**src/rtl/button_event_pkg.sv**
```systemverilog
// rtl/button_event_pkg.sv - state encoding shared by the button event classifier
package button_event_pkg;

    localparam int          STATE_W           = 3;
    localparam logic [2:0]  ENC_IDLE          = 3'd0;
    localparam logic [2:0]  ENC_PRESSED       = 3'd1;
    localparam logic [2:0]  ENC_LONG_HELD     = 3'd2;
    localparam logic [2:0]  ENC_WAIT_SECOND   = 3'd3;
    localparam logic [2:0]  ENC_SECOND_HELD   = 3'd4;

    // WAIT_SECOND and SECOND_HELD are only reachable with BUTTON_DOUBLE_CLICK_EN
    typedef enum logic [STATE_W-1:0] {
        ST_IDLE        = ENC_IDLE,
        ST_PRESSED     = ENC_PRESSED,
        ST_LONG_HELD   = ENC_LONG_HELD,
        ST_WAIT_SECOND = ENC_WAIT_SECOND,
        ST_SECOND_HELD = ENC_SECOND_HELD
    } state_e;

    function automatic int max_int(input int a, input int b);
        return (a > b) ? a : b;
    endfunction

endpackage

```
**src/rtl/edge_detector.sv**
```systemverilog
// rtl/edge_detector.sv - rise/fall detection against the previous sampled level
module edge_detector (
    input  logic i_Clk,
    input  logic i_Rst,
    input  logic i_Sig,
    output logic o_Rise,
    output logic o_Fall
);

    logic r_Prev;

    // r_Prev clears on reset so a level already high at release reads as a rise
    always_ff @(posedge i_Clk or posedge i_Rst) begin
        if (i_Rst) begin
            r_Prev <= 1'b0;
        end else begin
            r_Prev <= i_Sig;
        end
    end

    assign o_Rise = i_Sig & ~r_Prev;
    assign o_Fall = ~i_Sig & r_Prev;

endmodule

```
**src/rtl/button_event_classifier.sv**
```systemverilog
// rtl/button_event_classifier.sv - press/release/short/long/double-click classifier; BUTTON_DOUBLE_CLICK_EN enables double click
module button_event_classifier
    import button_event_pkg::*;
#(
    parameter int LONG_PRESS_LIMIT    = 250000000,
    parameter int DOUBLE_CLICK_WINDOW = 50000000
) (
    input  logic i_Clk,
    input  logic i_Rst,
    input  logic i_Debounced,
    output logic o_Press,
    output logic o_Release,
    output logic o_Short_Press,
    output logic o_Long_Press,
    output logic o_Double_Click,
    output logic o_Held
);

    localparam int CNT_MAX = max_int(LONG_PRESS_LIMIT, DOUBLE_CLICK_WINDOW);
    localparam int CNT_W   = $clog2(CNT_MAX + 1);

    localparam logic [CNT_W-1:0] CNT_SAT   = CNT_W'(CNT_MAX);
    localparam logic [CNT_W-1:0] LONG_LAST = CNT_W'(LONG_PRESS_LIMIT - 1);
`ifdef BUTTON_DOUBLE_CLICK_EN
    localparam logic [CNT_W-1:0] DBL_LAST  = CNT_W'(DOUBLE_CLICK_WINDOW - 1);
`endif

    logic rise;
    logic fall;

    edge_detector u_edge (
        .i_Clk  (i_Clk),
        .i_Rst  (i_Rst),
        .i_Sig  (i_Debounced),
        .o_Rise (rise),
        .o_Fall (fall)
    );

    state_e           state_q;
    logic [CNT_W-1:0] cnt_q;
    logic             press_q;
    logic             release_q;
    logic             short_q;
    logic             long_q;
    logic             held_q;
`ifdef BUTTON_DOUBLE_CLICK_EN
    logic             dbl_q;
`endif

    always_ff @(posedge i_Clk or posedge i_Rst) begin
        if (i_Rst) begin
            state_q   <= ST_IDLE;
            cnt_q     <= '0;
            press_q   <= 1'b0;
            release_q <= 1'b0;
            short_q   <= 1'b0;
            long_q    <= 1'b0;
            held_q    <= 1'b0;
`ifdef BUTTON_DOUBLE_CLICK_EN
            dbl_q     <= 1'b0;
`endif
        end else begin
            press_q   <= 1'b0;
            release_q <= 1'b0;
            short_q   <= 1'b0;
            long_q    <= 1'b0;
`ifdef BUTTON_DOUBLE_CLICK_EN
            dbl_q     <= 1'b0;
`endif
            case (state_q)
                ST_IDLE: begin
                    if (rise) begin
                        state_q <= ST_PRESSED;
                        cnt_q   <= '0;
                        press_q <= 1'b1;
                        held_q  <= 1'b1;
                    end
                end
                ST_PRESSED: begin
                    // release is checked first so a fall on the threshold cycle stays short
                    if (fall) begin
                        cnt_q     <= '0;
                        release_q <= 1'b1;
                        held_q    <= 1'b0;
`ifdef BUTTON_DOUBLE_CLICK_EN
                        state_q   <= ST_WAIT_SECOND;
`else
                        state_q   <= ST_IDLE;
                        short_q   <= 1'b1;
`endif
                    end else if (cnt_q == LONG_LAST) begin
                        state_q <= ST_LONG_HELD;
                        cnt_q   <= '0;
                        long_q  <= 1'b1;
                    end else if (cnt_q != CNT_SAT) begin
                        cnt_q <= cnt_q + CNT_W'(1);
                    end
                end
                ST_LONG_HELD: begin
                    if (fall) begin
                        state_q   <= ST_IDLE;
                        cnt_q     <= '0;
                        release_q <= 1'b1;
                        held_q    <= 1'b0;
                    end
                end
`ifdef BUTTON_DOUBLE_CLICK_EN
                ST_WAIT_SECOND: begin
                    if (rise) begin
                        state_q <= ST_SECOND_HELD;
                        cnt_q   <= '0;
                        press_q <= 1'b1;
                        dbl_q   <= 1'b1;
                        held_q  <= 1'b1;
                    end else if (cnt_q == DBL_LAST) begin
                        state_q <= ST_IDLE;
                        cnt_q   <= '0;
                        short_q <= 1'b1;
                    end else if (cnt_q != CNT_SAT) begin
                        cnt_q <= cnt_q + CNT_W'(1);
                    end
                end
                ST_SECOND_HELD: begin
                    if (fall) begin
                        state_q   <= ST_IDLE;
                        cnt_q     <= '0;
                        release_q <= 1'b1;
                        held_q    <= 1'b0;
                    end
                end
`endif
                default: begin
                    state_q <= ST_IDLE;
                    cnt_q   <= '0;
                    held_q  <= 1'b0;
                end
            endcase
        end
    end

    assign o_Press       = press_q;
    assign o_Release     = release_q;
    assign o_Short_Press = short_q;
    assign o_Long_Press  = long_q;
    assign o_Held        = held_q;
`ifdef BUTTON_DOUBLE_CLICK_EN
    assign o_Double_Click = dbl_q;
`else
    assign o_Double_Click = 1'b0;
`endif

endmodule

```
**config.mk**
```make
export PLATFORM = sky130hd
export DESIGN_NAME = button_event_classifier
export DESIGN_NICKNAME = d
export VERILOG_FILES = /design/src/rtl/button_event_pkg.sv /design/src/rtl/edge_detector.sv /design/src/rtl/button_event_classifier.sv
export SDC_FILE = /design/constraint.sdc
export NUM_CORES = 1
export LEC_CHECK = 0
export BUFFER_PORTS_ARGS = -buffer_cell sky130_fd_sc_hd__buf_4
export CAP_MARGIN = 20
export CORE_ASPECT_RATIO = 0.75
export CORE_MARGIN = 2
export CORE_UTILIZATION = 33
export CTS_BUF_LIST = sky130_fd_sc_hd__clkbuf_4 sky130_fd_sc_hd__clkbuf_8
export CTS_CLUSTER_SIZE = 10
export DETAILED_ROUTE_END_ITERATION = 16
export GPL_TIMING_DRIVEN = 0
export SETUP_SLACK_MARGIN = 0.1
export SKIP_CTS_REPAIR_TIMING = 1
export SYNTH_ARGS = -nofsm -noshare
export SYNTH_HDL_FRONTEND = slang
export SYNTH_SLANG_ARGS = --single-unit
```
**constraint.sdc**
```tcl
create_clock -name i_Clk -period 6.4 [get_ports i_Clk]
set_clock_uncertainty 0.15 [all_clocks]
set_input_delay 0.32 -clock i_Clk [delete_from_list [all_inputs] [get_ports i_Clk]]
set_output_delay 0.32 -clock i_Clk [all_outputs]
set_load 0.01 [all_outputs]
```
== Yosys cells after proc, flatten, opt, wreduce, memory -nomap -nowiden ==
Index checks and enable logic that the tools add are counted.

* Flip-flop bits (word level): 37
* Latch bits: 0
* Bits in writable memories: 0
* Memory bits (read-only): 0
* Input port bits: 3
* Output and inout port bits: 6
* Word-level logic and storage cells: 49
* Memories: 0

* $add $sub $neg: 1
* $mul: 0
* Div/mod/pow operators: 0
* $lt $le $gt $ge: 0
* Eq/ne operators: 9
* Shift operators: 0
* Multiplexer cells: 22
* Bitwise gates (word level): 4
* Reductions and logical operators: 5

{| class="wikitable"
|+ Operator list
! operator !! number
|-
| $mux W28 || 5
|-
| $pmux W28 S3 || 1
|-
| $add A28 B1 Y28 const B || 1
|-
| $eq A28 B28 Y1 const B || 1
|-
| $ne A28 B28 Y1 const B || 1
|-
| $mux W3 || 4
|-
| $mux W1 || 10
|-
| $pmux W3 S3 || 1
|-
| $reduce_and A3 Y1 || 2
|-
| $ne A2 B2 Y1 const B || 2
|-
| $ne A4 B4 Y1 const B || 1
|-
| $eq A3 B1 Y1 const B || 1
|-
| $eq A3 B2 Y1 const B || 1
|-
| $logic_not A3 Y1 || 1
|-
| $ne A3 B3 Y1 const B || 1
|-
| $and A1 B1 Y1 || 2
|-
| $ne A2 B1 Y1 const B || 1
|-
| $not A1 Y1 || 2
|-
| $pmux W1 S2 || 1
|-
| $reduce_and A2 Y1 || 1
|-
| $reduce_or A2 Y1 || 1
|}

== Depth between registers and ports, before layout ==
* Depth in word-level cells: 5
* Depth in mapped cells: 9
* Gate-level depth less buffers: 7

== By module ==
A second synthesis with hierarchy kept.

* Cells, all modules: 256
* Area total of the unflattened synthesis: 2165.8 µm²

{| class="wikitable"
|+ Modules (own cells, without submodules)
! module !! times used !! cells an instance !! area an instance (µm²) !! seq. area each (µm²)
|-
| button_event_classifier || 1 || 252 || 2122.0 || 875.8
|-
| edge_detector || 1 || 4 || 43.8 || 25.0
|}

== Least setup slack after synthesis ==
OpenSTA, ideal clock, no wires.

* Kind: register to register
* Start point: register cnt_q[0]
* End point: register cnt_q[18]
* Setup time: 125 ps
* Data arrival time: 1973 ps
* Data required time: 6125 ps
* Path slack: 4151 ps
* Cell stages (with the launch flop): 8
* Buffers on the path: 0
* Clock period less this slack: 2249 ps
* Cell sequence: dfrtp_1 -> ha_1 -> nand4_2 -> or4_4 -> or3_1 -> nor2b_4 -> o21ai_2 -> o31ai_1

* Longest elaborated chain between the ends: 5
* Elaborated cells on any way between the ends: 9
* Those cells by class: add/sub (1); eq/ne (3); mux (4); reduce/logical (1)

{| class="wikitable"
|+ Ends and longest elaborated chain
! element !! RTL line !! source
|-
| start: declaration || button_event_classifier.sv:40 || <nowiki>logic [CNT_W-1:0] cnt_q;</nowiki>
|-
| start signal: assignment || button_event_classifier.sv:96 || <nowiki>cnt_q <= cnt_q + CNT_W'(1);</nowiki>
|-
| $add A28 B1 Y28 || button_event_classifier.sv:96 ||
|-
| $mux W28 || button_event_classifier.sv:95 || <nowiki>end else if (cnt_q != CNT_SAT) begin</nowiki>
|-
| $mux W28 || button_event_classifier.sv:91 || <nowiki>end else if (cnt_q == LONG_LAST) begin</nowiki>
|-
| $mux W28 || button_event_classifier.sv:81 || <nowiki>if (fall) begin</nowiki>
|-
| $pmux W28 S3 || button_event_classifier.sv:70 || <nowiki>case (state_q)</nowiki>
|}

Parallel ways exist; a longest one is shown, timed or not. The select of a mux whose other input is x is not followed.
A chain may end at the register's enable or synchronous reset.

== Worst setup path in the final report ==
* Start point: register cnt_q[0]
* End point: register cnt_q[24]

Same word-level chain as after synthesis.

==> impl_metrics.json <==
{
  "holdWs_ns": 0.01447,
  "async_flop_share_pct": 100.0,
  "cp_max_fo": 10,
  "antenna_found_initial": 0,
  "syn_inst": 242,
  "regArea_sq_um": 900.9,
  "ys_types": 47,
  "drive_gt1_share_pct": 15.50,
  "worstMarginPinSlew_ns": 0.8403,
  "max_freq_mhz": 377.8,
  "ys_warn_count": 0,
  "port_buffers": 7,
  "multi_input_area_sq_um": 1155,
  "row_count": 25,
  "clockBufferDepth": 2,
  "hold_violations": 0,
  "routed.top_layer": "met4",
  "syn-num-nets": 250,
  "synth_flop_cell": "dfrtp_1",
  "dr_wl_met2_mm": 2.143,
  "hp-class": "input pin to async pin",
  "critPathRequiredTime_ns": 6.43,
  "final_max_slew_viol_count": 0,
  "ys_ff_latch": 36,
  "p_leak_uw": 0.0009878,
  "timing.rr.start": "cnt_q[0]",
  "drt-pass1-iter-count": 7,
  "fin_area_sq_um": 2441,
  "synth.top_cells.by_area": "dfrtp_1 42%, o31ai_1 4.5%, o21ai_0 4.4%",
  "drt-total-wl_mm": 5.356,
  "antenna_left": 0,
  "area_growth_pct": 12.71,
  "worstSetupStartpoint": "cnt_q[0]",
  "final_common_cell": "dfrtp_1",
  "setup_violations": 0,
  "viasPerCell": 5.519,
  "syn_area_sq_um": 2166,
  "fp.dieW_microns": 97.55,
  "path_clk_slew_ns": 0.08,
  "crit_chain": "ha_1 > nand4_2 > or3_4 > o31ai_4 > buf_6 > a31oi_1 > o21ai_1 > o41ai_2",
  "gp_congestion": 0.8122,
  "die_y_microns": 74.16,
  "cp-end-kind": "register",
  "status": "finished clean",
  "grt_max_degree": 37,
  "synth_edf_count": 0,
  "post-route-min-period_ns": 2.647,
  "grt_pass1_wl_mm": 9.170,
  "ir_drop_uv": 160.5,
  "crit_slowest_cell": "o31ai_4",
  "dp_slack_ns": 3.777,
  "grt_pass1_vias": 1775,
  "arrival_ns": 2.67,
  "worst_slack_ns": 3.753,
  "cts_tree": "done",
  "ctsHtreeMaxLevel": 2,
  "core_area_sq_um": 6319,
  "initial_utilization_pct": 34.28,
  "finalCritPeriodShare_pct": 41.35,
  "dp_hpwl_mm": 3.868,
  "cts_buffers": 5,
  "cpPeakStageDelay_ns": 0.53,
  "nets": 265,
  "first_iter_violations": 134,
  "antenna_cells": 0,
  "yosysTopAreaCell": "dfrtp_1",
  "critical_path_class": "register to register",
  "post_drt_wl_per_cell_microns": 15.80,
  "startpoint_type": "register",
  "cap_viol_max_count": 0,
  "io_pins": 9,
  "gr-usage-all-layers_pct": 16.28,
  "met3_length_microns": 275,
  "wl_met1_mm": 2.845,
  "slew_headroom_pct": 43.47,
  "via_count": 1871,
  "powerDensity_nw_per_um2": 285.0,
  "rsz0062_at_grt": "no",
  "cts.sinks": 36,
  "placed_area_sq_um": 2320,
  "synthDominantCellAreaShare_pct": 41.59,
  "drcViolationCount": 0,
  "nFillCells": 642,
  "root_buffer": "clkbuf_8",
  "final_cell_mix": "36 x dfrtp_1, 22 x nand2_1, 19 x o21ai_0",
  "seq_area_frac_synth_pct": 41.59,
  "grt_remaining_overflow": 0,
  "worstSkewPairLatency_ns": 0.30,
  "tns_ns": 0,
  "die_area_sq_um": 7234,
  "avgSynthCellArea_sq_um": 8.950
}
==> power breakdown <==
part	internal, uW	switching (uW)	leakage (uW)	total [uW]
clock network	115	89.5	0.0000541	205
logic	78.9	154	0.000439	233
registers	243	15.1	0.000495	258
total	437	259	0.000988	696
==> metrics by stage <==
stage	instances	utilization (%)	power, uW
CTS	338	38.48	700.2
finish	339	38.63	695.6
detailed placement	330	36.71	494.8
global route	339	38.63	739.9
global placement	330	36.71	489.8
floorplan	242	-	422.6
==> logic make-up (layout without fill, tap and decap cells) <==
| family | count (synthesis) | in the layout | share of synthesized area [%] |
|---|---|---|---|
| compound gates | 76 | 76 | 23.45 |
| fa+ha+maj | 5 | 5 | 2.889 |
| flops | 36 | 36 | 41.59 |
| simple gates | 103 | 103 | 26.81 |
| buf+inv | 21 | 37 | 5.083 |
| other cells | 1 | 1 | 0.1731 |
==> area by class of cell <==
cell class	count	area share, %
Sequential cell	36	36.90
Tap cell	81	4.152
Timing Repair Buffer	8	2.563
Clock buffer	5	2.819
Buffer	12	3.127
Clock inverter	3	1.743
Multi-Input combinational cell	185	47.31
Inverter	9	1.384
==> cells in the mapped netlist (all sizes together), types with 3 or more instances <==
cell    instances
inv             9
o41ai           5
and2            7
o31ai          16
nand2          22
and3            4
o21ai          34
nand3          15
clkbuf          4
dfrtp          36
nor2           16
nand2b          4
or2             3
nor3            6
ha              5
buf             8
or3             7
o211ai          4
a21oi           9
a31oi           7
nand4           7
nor2b           3
==> metal layers <==
| layer | GRT usage, % | vias up |
|---|---|---|
| met5 | 0 | - |
| met4 | 5.401 | 0 |
| met3 | 3.477 | 10 |
| met2 | 23.60 | 48 |
| met1 | 24.26 | 890 |
| li1 | - | 923 |
==> critical path, delay by kind of cell, from the launching register on <==
kind                     cells  cell delay [ns]
buffers and inverters        1             0.24
flip-flops                   1             0.43
adder cells (fa/ha/maj)      1             0.26
AO/OA/AOI/OAI                4             0.84
AND/OR/NAND/NOR              2             0.60
==> worst paths after layout <==
check,cells after the start,end,slack [ns]
hold reg to reg,1,cnt_q[21],0.35
setup reg to reg,8,cnt_q[24],3.75
max in group asynchronous,2,cnt_q[11],5.60
hold / removal,2,cnt_q[3],0.01
setup / recovery,8,cnt_q[24],3.75
min in group i_Clk,1,cnt_q[21],0.35
==> registers in the layout, summed over array words and instances, names as in the netlist <==
register and count:
cnt_q 28, o_Held 1, o_Long_Press 1, o_Press 1
o_Release 1, o_Short_Press 1, state_q 2, u_edge.r_Prev 1
No activity file was read; power rests on OpenSTA's default activity.
